**src/rtl/i2c_apb_cmd_sequencer.sv**
```systemverilog
`timescale 1ns/1ps
`default_nettype none
// ============================================================================
// Module      : i2c_apb_cmd_sequencer
// Description : APB master that runs one-byte I2C register write/read commands
//               through a COREI2C channel, paced by the core's SI interrupt.
// Revision    : 1.0 - initial release
// ============================================================================
module i2c_apb_cmd_sequencer #(
    parameter int unsigned CHANNEL        = 0,
    parameter logic [2:0]  CR_BITS        = 3'b000,
    parameter int unsigned TIMEOUT_CYCLES = 65535
) (
    input  logic       PCLK,
    input  logic       PRESET,
    input  logic       cmd_valid,
    output logic       cmd_ready,
    input  logic       cmd_rd,
    input  logic [6:0] cmd_dev,
    input  logic [7:0] cmd_reg,
    input  logic [7:0] cmd_wdata,
    output logic       rsp_valid,
    output logic       rsp_err,
    output logic [7:0] rsp_status,
    output logic [7:0] rsp_rdata,
    output logic       PSEL,
    output logic       PENABLE,
    output logic       PWRITE,
    output logic [8:0] PADDR,
    output logic [7:0] PWDATA,
    input  logic [7:0] PRDATA,
    input  logic       INT
);

    localparam logic [3:0]  c_CHAN       = 4'(CHANNEL);
    localparam logic [15:0] c_TO_LAST    = 16'(TIMEOUT_CYCLES - 1);
    localparam logic [4:0]  c_ADDR_CTRL  = 5'h00;
    localparam logic [4:0]  c_ADDR_STAT  = 5'h04;
    localparam logic [4:0]  c_ADDR_DATA  = 5'h08;
    localparam logic [7:0]  c_ST_TIMEOUT = 8'hFF;

    typedef enum logic [3:0] {
        S_IDLE       = 4'd0,
        S_APB_SETUP  = 4'd1,
        S_APB_ACCESS = 4'd2,
        S_GAP        = 4'd3,
        S_WAIT_INT   = 4'd4,
        S_CHECK      = 4'd5,
        S_ABORT      = 4'd6,
        S_DONE       = 4'd7
    } state_t;

    // Which APB transfer the shared SETUP/ACCESS states are carrying out.
    typedef enum logic [2:0] {
        OP_DATA   = 3'd0,
        OP_CTRL   = 3'd1,
        OP_STATUS = 3'd2,
        OP_RDATA  = 3'd3,
        OP_STOP   = 3'd4
    } op_t;

    state_t      r_state, w_state_nxt;
    op_t         r_op, w_op_nxt;
    logic [2:0]  r_step, w_step_nxt;
    logic [15:0] r_cnt, w_cnt_nxt;
    logic        r_err, w_err_nxt;
    logic [7:0]  r_status, w_status_nxt;
    logic [7:0]  r_rdata, w_rdata_nxt;
    logic        w_load_cmd;
    logic        r_rd;
    logic [6:0]  r_dev;
    logic [7:0]  r_reg;
    logic [7:0]  r_wdata;
    logic        r_rsp_err;
    logic [7:0]  r_rsp_status;
    logic [7:0]  r_rsp_rdata;
    logic [7:0]  w_step_data;
    logic [2:0]  w_last_step;
    logic [2:0]  w_step_inc;

    // CTRL = {CR2, ENS1, STA, STO, SI, AA, CR1, CR0}; SI written 0 clears INT.
    function automatic logic [7:0] f_ctrl(input logic sta, input logic sto);
        return {CR_BITS[2], 1'b1, sta, sto, 1'b0, 1'b0, CR_BITS[1:0]};
    endfunction

    function automatic logic f_sta(input logic rd, input logic [2:0] step);
        return (step == 3'd0) || (rd && step == 3'd3);
    endfunction

    function automatic logic f_has_data(input logic rd, input logic [2:0] step);
        return (step == 3'd1) || (step == 3'd2) ||
               (!rd && step == 3'd3) || (rd && step == 3'd4);
    endfunction

    function automatic logic [7:0] f_expect(input logic rd, input logic [2:0] step);
        case (step)
            3'd0:    return 8'h08;
            3'd1:    return 8'h18;
            3'd2:    return 8'h28;
            3'd3:    return rd ? 8'h10 : 8'h28;
            3'd4:    return 8'h40;
            default: return 8'h58;
        endcase
    endfunction

    assign w_last_step = r_rd ? 3'd5 : 3'd3;
    assign w_step_inc  = r_step + 3'd1;

    always_comb begin
        w_step_data = 8'h00;
        case (r_step)
            3'd1:    w_step_data = {r_dev, 1'b0};
            3'd2:    w_step_data = r_reg;
            3'd3:    w_step_data = r_wdata;
            3'd4:    w_step_data = {r_dev, 1'b1};
            default: w_step_data = 8'h00;
        endcase
    end

    always_ff @(posedge PCLK) begin
        if (PRESET) begin
            r_state      <= S_IDLE;
            r_op         <= OP_CTRL;
            r_step       <= 3'd0;
            r_cnt        <= 16'd0;
            r_err        <= 1'b0;
            r_status     <= 8'h00;
            r_rdata      <= 8'h00;
            r_rd         <= 1'b0;
            r_dev        <= 7'h00;
            r_reg        <= 8'h00;
            r_wdata      <= 8'h00;
            r_rsp_err    <= 1'b0;
            r_rsp_status <= 8'h00;
            r_rsp_rdata  <= 8'h00;
        end else begin
            r_state  <= w_state_nxt;
            r_op     <= w_op_nxt;
            r_step   <= w_step_nxt;
            r_cnt    <= w_cnt_nxt;
            r_err    <= w_err_nxt;
            r_status <= w_status_nxt;
            r_rdata  <= w_rdata_nxt;
            if (w_load_cmd) begin
                r_rd         <= cmd_rd;
                r_dev        <= cmd_dev;
                r_reg        <= cmd_reg;
                r_wdata      <= cmd_wdata;
                r_rsp_err    <= 1'b0;
                r_rsp_status <= 8'h00;
                r_rsp_rdata  <= 8'h00;
            end else if (w_state_nxt == S_DONE) begin
                // Response is captured on entry so it is valid alongside the strobe.
                r_rsp_err    <= r_err;
                r_rsp_status <= r_status;
                r_rsp_rdata  <= r_rdata;
            end
        end
    end

    always_comb begin
        w_state_nxt  = r_state;
        w_op_nxt     = r_op;
        w_step_nxt   = r_step;
        w_cnt_nxt    = r_cnt;
        w_err_nxt    = r_err;
        w_status_nxt = r_status;
        w_rdata_nxt  = r_rdata;
        w_load_cmd   = 1'b0;
        case (r_state)
            S_IDLE: begin
                if (cmd_valid) begin
                    w_load_cmd   = 1'b1;
                    w_step_nxt   = 3'd0;
                    w_op_nxt     = OP_CTRL;
                    w_err_nxt    = 1'b0;
                    w_status_nxt = 8'h00;
                    w_rdata_nxt  = 8'h00;
                    w_state_nxt  = S_APB_SETUP;
                end
            end
            S_APB_SETUP: w_state_nxt = S_APB_ACCESS;
            S_APB_ACCESS: begin
                case (r_op)
                    OP_DATA: begin
                        w_op_nxt    = OP_CTRL;
                        w_state_nxt = S_GAP;
                    end
                    OP_CTRL: begin
                        w_cnt_nxt   = 16'd0;
                        w_state_nxt = S_WAIT_INT;
                    end
                    OP_STATUS: begin
                        w_status_nxt = PRDATA;
                        w_state_nxt  = S_CHECK;
                    end
                    OP_RDATA: begin
                        w_rdata_nxt = PRDATA;
                        w_op_nxt    = OP_STOP;
                        w_state_nxt = S_GAP;
                    end
                    default: w_state_nxt = S_DONE;
                endcase
            end
            S_GAP: w_state_nxt = S_APB_SETUP;
            S_WAIT_INT: begin
                if (INT) begin
                    w_op_nxt    = OP_STATUS;
                    w_state_nxt = S_APB_SETUP;
                end else if (r_cnt == c_TO_LAST) begin
                    w_status_nxt = c_ST_TIMEOUT;
                    w_state_nxt  = S_ABORT;
                end else begin
                    w_cnt_nxt = r_cnt + 16'd1;
                end
            end
            S_CHECK: begin
                // The idle CHECK cycle doubles as the inter-transfer gap.
                if (r_status != f_expect(r_rd, r_step)) begin
                    w_state_nxt = S_ABORT;
                end else if (r_step == w_last_step) begin
                    w_op_nxt    = r_rd ? OP_RDATA : OP_STOP;
                    w_state_nxt = S_APB_SETUP;
                end else begin
                    w_step_nxt  = w_step_inc;
                    w_op_nxt    = f_has_data(r_rd, w_step_inc) ? OP_DATA : OP_CTRL;
                    w_state_nxt = S_APB_SETUP;
                end
            end
            S_ABORT: begin
                w_err_nxt   = 1'b1;
                w_op_nxt    = OP_STOP;
                w_state_nxt = S_APB_SETUP;
            end
            S_DONE:  w_state_nxt = S_IDLE;
            default: w_state_nxt = S_IDLE;
        endcase
    end

    always_comb begin
        PSEL    = 1'b0;
        PENABLE = 1'b0;
        PWRITE  = 1'b0;
        PADDR   = 9'h000;
        PWDATA  = 8'h00;
        if (r_state == S_APB_SETUP || r_state == S_APB_ACCESS) begin
            PSEL    = 1'b1;
            PENABLE = (r_state == S_APB_ACCESS);
            case (r_op)
                OP_DATA: begin
                    PWRITE = 1'b1;
                    PADDR  = {c_CHAN, c_ADDR_DATA};
                    PWDATA = w_step_data;
                end
                OP_CTRL: begin
                    PWRITE = 1'b1;
                    PADDR  = {c_CHAN, c_ADDR_CTRL};
                    PWDATA = f_ctrl(f_sta(r_rd, r_step), 1'b0);
                end
                OP_STATUS: PADDR = {c_CHAN, c_ADDR_STAT};
                OP_RDATA:  PADDR = {c_CHAN, c_ADDR_DATA};
                default: begin
                    PWRITE = 1'b1;
                    PADDR  = {c_CHAN, c_ADDR_CTRL};
                    PWDATA = f_ctrl(1'b0, 1'b1);
                end
            endcase
        end
    end

    assign cmd_ready  = (r_state == S_IDLE);
    assign rsp_valid  = (r_state == S_DONE);
    assign rsp_err    = r_rsp_err;
    assign rsp_status = r_rsp_status;
    assign rsp_rdata  = r_rsp_rdata;

endmodule
`default_nettype wire
```
**config.mk**
```make
export PLATFORM = sky130hd
export DESIGN_NAME = i2c_apb_cmd_sequencer
export DESIGN_NICKNAME = d
export VERILOG_FILES = /design/src/rtl/i2c_apb_cmd_sequencer.sv
export SDC_FILE = /design/constraint.sdc
export NUM_CORES = 1
export LEC_CHECK = 0
export CAP_MARGIN = 0
export CORE_MARGIN = 3
export CORE_UTILIZATION = 60
export CTS_CLUSTER_SIZE = 20
export DETAILED_ROUTE_END_ITERATION = 7
export DONT_BUFFER_PORTS = 1
export PLACE_DENSITY = 0.88
export SYNTH_ARGS = -nofsm -noshare
export SYNTH_HDL_FRONTEND = slang
export SYNTH_SLANG_ARGS = --single-unit
```
**constraint.sdc**
```tcl
create_clock -name PCLK -period 5.6 [get_ports PCLK]
set_input_delay 1.68 -clock PCLK [delete_from_list [all_inputs] [get_ports PCLK]]
set_output_delay 1.68 -clock PCLK [all_outputs]
set_load 0.005 [all_outputs]
```
-- After elaboration in Yosys (flattened, before gate mapping)
Index checks and enable logic that the tools add are counted.
- $add $sub $neg: 2
- multipliers: 0
- divide/modulo/power cells: 0
- order comparisons: 0
- equality and inequality tests: 33
- shift operators: 0
- mux-type cells: 46
- bitwise operators: 0
- reductions and logical operators: 28
- operator list (operator ; number):
    two-way mux 8 bit ; 7
    two-way mux 16 bit ; 3
    case mux 8 bit (3 select lines) ; 2
    case mux 7 bit (5 select lines) ; 1
    case mux 16 bit (2 select lines) ; 1
    case mux 8 bit (4 select lines) ; 1
    two-way mux 3 bit ; 10
    case mux 4 bit (6 select lines) ; 1
    equality test 4 x 3 -> 1 bit, second input constant ; 5
    equality test 3 x 2 -> 1 bit, second input constant ; 6
    adder 16 x 1 -> 16 bit, second input constant ; 1
    equality test 16 bit, second input constant ; 1
    two-way mux 4 bit ; 4
    case mux 8 bit (2 select lines) ; 1
    case mux 3 bit (5 select lines) ; 1
    inequality test 2 bit, second input constant ; 7
    case mux 3 bit (2 select lines) ; 2
    AND reduction 5 bit ; 2
    equality test 3 x 1 -> 1 bit, second input constant ; 3
    case mux 3 bit (3 select lines) ; 1
    equality test 4 x 2 -> 1 bit, second input constant ; 2
    two-way mux 1 bit ; 8
    inequality test 8 bit ; 1
    case mux 4 bit (2 select lines) ; 1
    other kinds (20) ; 37
- flip-flop bits (word level): 84
- latch bits: 0
- bits in writable memories: 0
- ROM bits: 0
- output and inout bits: 39
- logic and storage cells: 123
- memories kept: 0

-- Depth between registers and ports, before layout
Gate-level depths: netlist of run 1.
- word-level depth: 9
- depth in mapped cells: 10
- mapped depth without buffers: 8

-- Worst setup path before layout of run 1
Ideal clock, no wire load.
- path type: register -> output
- start point: register r_step[1]
- end point: output port PWDATA[0]
- data arrival time: 1.887 ns
- data required time: 3.920 ns
- slack: 2.033 ns
- cell stages (with the launch flop): 8
- path buffers: 2
- cell sequence: dfxtp_1 > ha_1 > ha_1 > clkbuf_1 > clkbuf_1 > o31ai_1 > or3_1 > nor2_1
- longest elaborated chain between the ends: 4
- elaborated cells between the ends (all ways): 7
- classes of those cells: eq/ne: 4; mux: 3
- ends and longest elaborated chain (what ; RTL line ; RTL):
    start: declaration ; 64 ; logic [2:0] r_step, w_step_nxt;
    start signal: assignment ; 139 ; r_step <= w_step_nxt;
    equality test 3 bit, or another cell as far along ; 111 ; case (r_step)
    case mux 8 bit (4 select lines) * ; 111 ;
    case mux 8 bit (3 select lines) * ; 249 ; case (r_op)
    two-way mux 8 bit * ; 246 ; if (r_state == S_APB_SETUP || r_state == S_APB_ACCESS) begin
    end: declaration ; 30 ; output logic [7:0] PWDATA,
Mark *: on every way between the ends. The rest lies on a longest branch, timed or not.

-- Worst setup path after layout of run 1
- start point: register r_step[0]
- end point: output port PWDATA[2]
Same word-level chain as after synthesis.

==> impl_metrics.ini, run 1 <==
[clock_network]
cts_sinks = 84
cts_buffer_depth = 2
clk_latency_ps = 370
cts_setup_buffers = 0
cts-root-buf = clkbuf_8
cts_resized = 0
htreeDepth = 3
clkTransAtPathRegs_ps = 90
cts_inserted_buffers = 9
ctsHoldBuffers = 0
cts_tree = done

[logic_synthesis]
netlist_top_cells_area = dfxtp_1 41%, nor2_1 7.3%, a21oi_1 6.3%
netlist_area_mm2 = 0.004144
synth_area_per_cell_um2 = 8.047
yosysWarnings = 0
synth-seq-cells = 84
ys_top_cells_by_count = 84 x dfxtp_1, 81 x nor2_1, 69 x nand2_1
synth_most_common_cell = dfxtp_1
synth_edf_count = 0
synthDistinctLibCells = 53
synth-main-ff-cell = dfxtp_1
netlist_instances = 515
yosysTopAreaCell = dfxtp_1
synth.top_cell.area_share = 0.4058
yosysSeqAreaShare = 0.4058
async_flop_share = 0

[layout]
drive_gt1_frac = 0.04637
largest_register_ffs = 16
top_register = r_cnt
syn_to_final_growth_pct = 3.050
num_antenna_cells = 0
stdcell_count = 573
nets = 536

[timing]
final_max_slew_viol_count = 0
layout_setup_ws_ps = 1216
setup_viol = 0
hold_viol = 0
setup_tns_ps = 0
min_period_ps = 4384
tightest_slew_ps = 1044
clock.fmax_mhz = 228.1
rsz0062_at_grt = no
slew_headroom = 0.2986
finalClockSkew_ps = 12.99
finalCritPeriodShare = 0.7829

[route]
totalWireLength_mm = 9.313
vias = 3560
final_antenna_net_count = 0
post_drt_via_cell_ratio = 6.213
drc = 0
dr.first_iter.drc_count = 327
wl_per_cell_um = 16.25
firstDrtPassIters = 6

[place]
portBuffers = 0
place_inst = 557
place_hpwl_mm = 6.398
place_ws_ps = 1698
routabilityCongestion = 0.8765

[outcome]
status = complete, no violations

[grt]
grt_pass1_wl_mm = 14.99
grtUsageTotal = 0.2397
gr-total-overflow = 0
antenna_found_initial = 0
grt_max_degree = 59
grt_pass1_vias = 3212

[worst_setup_path]
end_kind = primary output
critPathMaxFanout = 12
crit_slowest_cell = nor2b_1
slowest_delay_ps = 680
critPathKind = reg -> out
start_kind = flip-flop
cp_cell_sequence = inv_1, ha_1, nor2b_1, o31ai_1, or3_1, nor2_1
worstPathArrival_ps = 2700
cp.required_ps = 3920

[floorplanning]
die-area_mm2 = 0.007940
std_cell_rows = 29
fp.dieW_um = 89.11
fp.coreArea_mm2 = 0.006531
num_io_pins = 75
initial_core_util = 0.6345
die_h_um = 89.11

[hold_path]
hold_class = reg -> reg

[flow_run]
maxCapViolations = 0

[power]
powerDensity_mw_per_mm2 = 265.4
p_leak_nw = 1.712
p_total_mw = 1.133
ir_worst_vdd_mv = 0.1617
[report_power, final]
group	internal, mW	switching, mW
logic	0.0165	0.0306
clock network	0.227	0.240
registers	0.609	0.0106
total	0.852	0.281
[area by class of cell]
| cell class | instances | area (um2) |
|---|---|---|
| inverters | 10 | 37.54 |
| clock inverters | 6 | 76.32 |
| repair buffers | 1 | 7.507 |
| clock buffers | 10 | 137.6 |
| fillers | 522 | 2261 |
| well taps | 77 | 96.34 |
| multi-input cells | 385 | 2233 |
| flip-flops and latches | 84 | 1682 |
[metal layers]
layer | routed length, um | up-vias | global-route usage
li1 | - | 1730 | -
met1 | 4053 | 1671 | 0.3097
met2 | 4223 | 141 | 0.3630
met3 | 887 | 18 | 0.1060
met4 | 149 | 0 | 0.07037
met5 | 0 | - | 0
[critical path: cells and delay by family (launching register included)]
family                     cells  cell delay, ps
buffers and inverters          1             190
and+or+nand+nor                3            1300
DFF                            1             400
adders and majority gates      1             210
AOI/OAI and AO/OA              1             230
[path summary, 6_finish.rpt]
| kind | end | depth (start not counted) | startpoint | slack, ps |
|---|---|---|---|---|
| worst max-delay path | PWDATA[2] | 6 | r_step[0]$_SDFFE_PP0P_ | 1220 |
| worst min-delay path | r_reg[7]$_SDFFE_PP0P_ | 2 | r_reg[7]$_SDFFE_PP0P_ | 450 |
| worst max register to register | r_step[1]$_SDFFE_PP0P_ | 8 | r_step[0]$_SDFFE_PP0P_ | 2620 |
| worst min register to register | r_reg[7]$_SDFFE_PP0P_ | 2 | r_reg[7]$_SDFFE_PP0P_ | 450 |
[cells in the final DEF (no fill, tap or decap), types with 5 or more instances in the layout]
cell type	n
and3_1	11
o211ai_1	5
xor2_1	15
mux2i_1	20
ha_1	9
o2111ai_1	5
clkbuf_8	10
nor2_1	81
dfxtp_1	84
o31ai_1	6
a21oi_1	52
nor2b_1	7
nor3_1	18
conb_1	8
a31oi_1	5
o21ai_0	9
nand2_1	69
a222oi_1	8
inv_1	10
[per-stage QoR]
stage / utilization / instance area (um2) / hold slack, ps
5_1_grt: 0.6538 / 4270 / 475.8
6_report: 0.6538 / 4270 / 452.9
2_1_floorplan: - / 4170 / 435.7
4_1_cts: 0.6538 / 4270 / 453.3
3_3_place_gp: 0.6211 / 4056 / 437.9
3_5_place_dp: 0.6211 / 4056 / 441.2
[kinds of logic after synthesis]
| kind of cell | share of synthesized area |
|---|---|
| DFF | 0.4058 |
| muxes | 0.05103 |
| AOI/OAI and AO/OA | 0.1609 |
| adders and majority gates | 0.02717 |
| buffers and inverters | 0.06310 |
| other | 0.0009049 |
| xor gates and xnor gates | 0.03382 |
| and+or+nand+nor | 0.2572 |
(Power assumes the default switching activity.)
==> inputs of run 2 (changes only) <==
--- a/config.mk
+++ b/config.mk
@@ -5,6 +5,7 @@
 export SDC_FILE = /design/constraint.sdc
 export NUM_CORES = 1
 export LEC_CHECK = 0
+export ABC_AREA = 1
 export CAP_MARGIN = 0
 export CORE_MARGIN = 3
 export CORE_UTILIZATION = 60
==> constraint.sdc (replaced) <==
create_clock -name PCLK -period 4.4 [get_ports PCLK]
set_input_delay 1.32 -clock PCLK [delete_from_list [all_inputs] [get_ports PCLK]]
set_output_delay 1.32 -clock PCLK [all_outputs]
set_load 0.005 [all_outputs]
==> impl_metrics.ini, run 2 <==
[flow_run]
maxCapViolations = 0

[logic_synthesis]
synthAdderAreaFrac = 0.02527
synth_top_family_by_area = simple AND/OR/NAND/NOR gates
synth-simple-area-share = 0.3055
synth_edf_count = 0
synth.area.mux_share = 0
yosysSeqAreaShare = 0.3774
yosysWarnings = 0
yosysTopAreaCell = dfxtp_1
netlist_area_mm2 = 0.004456
synth.top_cell.area_share = 0.3774
synth-main-ff-cell = dfxtp_1
synth_area_per_cell_um2 = 6.897
synth_xor_area_frac = 0.009829
synth-seq-cells = 84
netlist_instances = 646
async_flop_share = 0
synth_compound_area_frac = 0.1654
ys_top_cells_by_count = 107 x nor2_1, 99 x nand2_1, 84 x dfxtp_1
synthDistinctLibCells = 41
netlist_top_cells_area = dfxtp_1 38%, nor2_1 9.0%, nand2_1 8.3%
synth_most_common_cell = nor2_1

[route]
wl_per_cell_um = 14.39
drc = 0
totalWireLength_mm = 10.56
final_antenna_net_count = 0
vias = 4196
firstDrtPassIters = 5
post_drt_via_cell_ratio = 5.717
dr.first_iter.drc_count = 358

[clock_network]
cts_tree = done
htreeDepth = 3
cts-root-buf = clkbuf_8
clk_latency_ps = 370
cts_inserted_buffers = 9
ctsHoldBuffers = 0
cts_sinks = 84
cts_setup_buffers = 0
cts_resized = 0
cts_buffer_depth = 2
clkTransAtPathRegs_ps = 90

[worst_setup_path]
reg2reg_from = r_state[3]$_SDFF_PP0_
worstPathArrival_ps = 2400
critPathMaxFanout = 16
crit_family = simple AND/OR/NAND/NOR gates
start_kind = flip-flop
cp_cell_sequence = inv_1, nor2_1, nand2_1, inv_1, nor2_1, inv_1, nand3_1, nor2_1
end_kind = primary output
crit_slowest_cell = nand2_1
slowest_delay_ps = 420
critPathKind = reg -> out
cp.required_ps = 3080
path_buf_inv = 3
startpoint = r_state[1]$_SDFF_PP0_

[grt]
grt_pass1_vias = 3906
grtUsageTotal = 0.2560
grt_pass1_wl_mm = 17.69
antenna_found_initial = 0
grt_max_degree = 40
gr-total-overflow = 0

[hold_path]
min_from = r_rdata[5]$_SDFFE_PP0P_
hold_class = reg -> reg

[layout]
multiInputGateArea_mm2 = 0.002291
drive_gt1_frac = 0.07680
largest_register_ffs = 16
final_common_cell = nor2_1
mostFrequentLayoutCells = 107 x nor2_1, 99 x nand2_1, 84 x dfxtp_1
nets = 678
syn_to_final_growth_pct = 4.240
num_antenna_cells = 0
top_register = r_cnt
seq_area_mm2 = 0.001682
nFillCells = 621

[timing]
min_period_ps = 3721
slew_headroom = 0.2287
tightest_slew_ps = 1153
hold_viol = 0
finalCritPeriodShare = 0.8458
final_max_slew_viol_count = 0
setup_tns_ps = 0
rsz0062_at_grt = no
finalClockSkew_ps = 7.152
setup_viol = 0
clock.fmax_mhz = 268.7
layout_setup_ws_ps = 678.5

[floorplanning]
die_h_um = 92.18
num_io_pins = 75
std_cell_rows = 30
die-area_mm2 = 0.008496
initial_core_util = 0.6382
fp.dieW_um = 92.18
fp.coreArea_mm2 = 0.006982

[power]
p_comb_frac = 0.112
p_switching_mw = 0.4406
powerDensity_mw_per_mm2 = 350.7
power_frac_clock = 0.390
p_leak_nw = 1.871
power_frac_seq = 0.498
ir_worst_vdd_mv = 0.2517
netSwitchingFraction = 0.2705
intPower_mw = 1.188

[place]
place_hpwl_mm = 7.671
portBuffers = 0
routabilityCongestion = 1.003
place_ws_ps = 1093

[outcome]
status = complete, no violations
==> run 2: cell types whose count changed after synthesis, sizes merged, moves of 14 or more <==
cell and delta:
inv +72, nand3 +39, o21ai +39, nand2 +38
nor2 +32, mux2i -20, clkbuf -19, nand4 +14
xor2 -14
==> run 2: routing by layer <==
layer	global-route usage	vias up	part of all wire
met4	0.1448	0	0.031
met2	0.4161	182	0.47
met1	0.3085	1912	0.42
met5	0	-	0
met3	0.06235	33	0.077
li1	-	2069	-
==> run 2: logic make-up after synthesis <==
group / after synthesis
flip-flops: 84
AO/OA/AOI/OAI: 135
adder cells (fa/ha/maj): 9
AND/OR/NAND/NOR: 298
XOR/XNOR: 5
other: 1
buffers and inverters: 114
==> run 2: cell type report <==
cell class | instances | share of cell area
multi-input combinational | 455 | 0.4933
sequential | 84 | 0.3621
inverter | 82 | 0.06681
clock buffer | 10 | 0.02963
tap | 96 | 0.02586
clock inverter | 6 | 0.02074
timing repair buffer | 1 | 0.001616
==> run 2: worst register-to-register path: cells and delay by family, from the launching register on <==
family	cells	cell delay, ps
AND/OR/NAND/NOR	4	930
buffers and inverters	2	670
AO/OA/AOI/OAI	2	570
flip-flops	1	350
==> run 2: metrics by stage <==
step	instance area [um2]	utilization	hold slack, ps	instances	total power, mW
after floorplan	4482	-	424.5	653	0.9746
after global routing	4644	0.6652	477.5	734	1.694
after CTS	4644	0.6652	460.9	734	1.633
final	4644	0.6652	459.9	734	1.629
after global placement	4410	0.6317	436.1	718	0.9974
after detailed placement	4410	0.6317	448.4	718	1.006
==> run 2: power by group through the flow <==
stage          Combinational [mW]  Sequential (mW)  Clock (mW)
6_report                    0.182            0.811       0.636
3_5_place_dp                0.178            0.828           0
4_1_cts                     0.180            0.810       0.643
5_1_grt                     0.208            0.814       0.672
3_3_place_gp                0.171            0.826           0
2_1_floorplan               0.152            0.823           0
==> run 2: final timing paths <==
check	slack [ps]	end	depth (start not counted)
hold reg to reg	460	r_rdata[5]$_SDFFE_PP0P_	2
setup / recovery	680	PWDATA[1]	8
setup reg to reg	1720	r_wdata[6]$_SDFFE_PP0P_	8
hold / removal	460	r_rdata[5]$_SDFFE_PP0P_	2
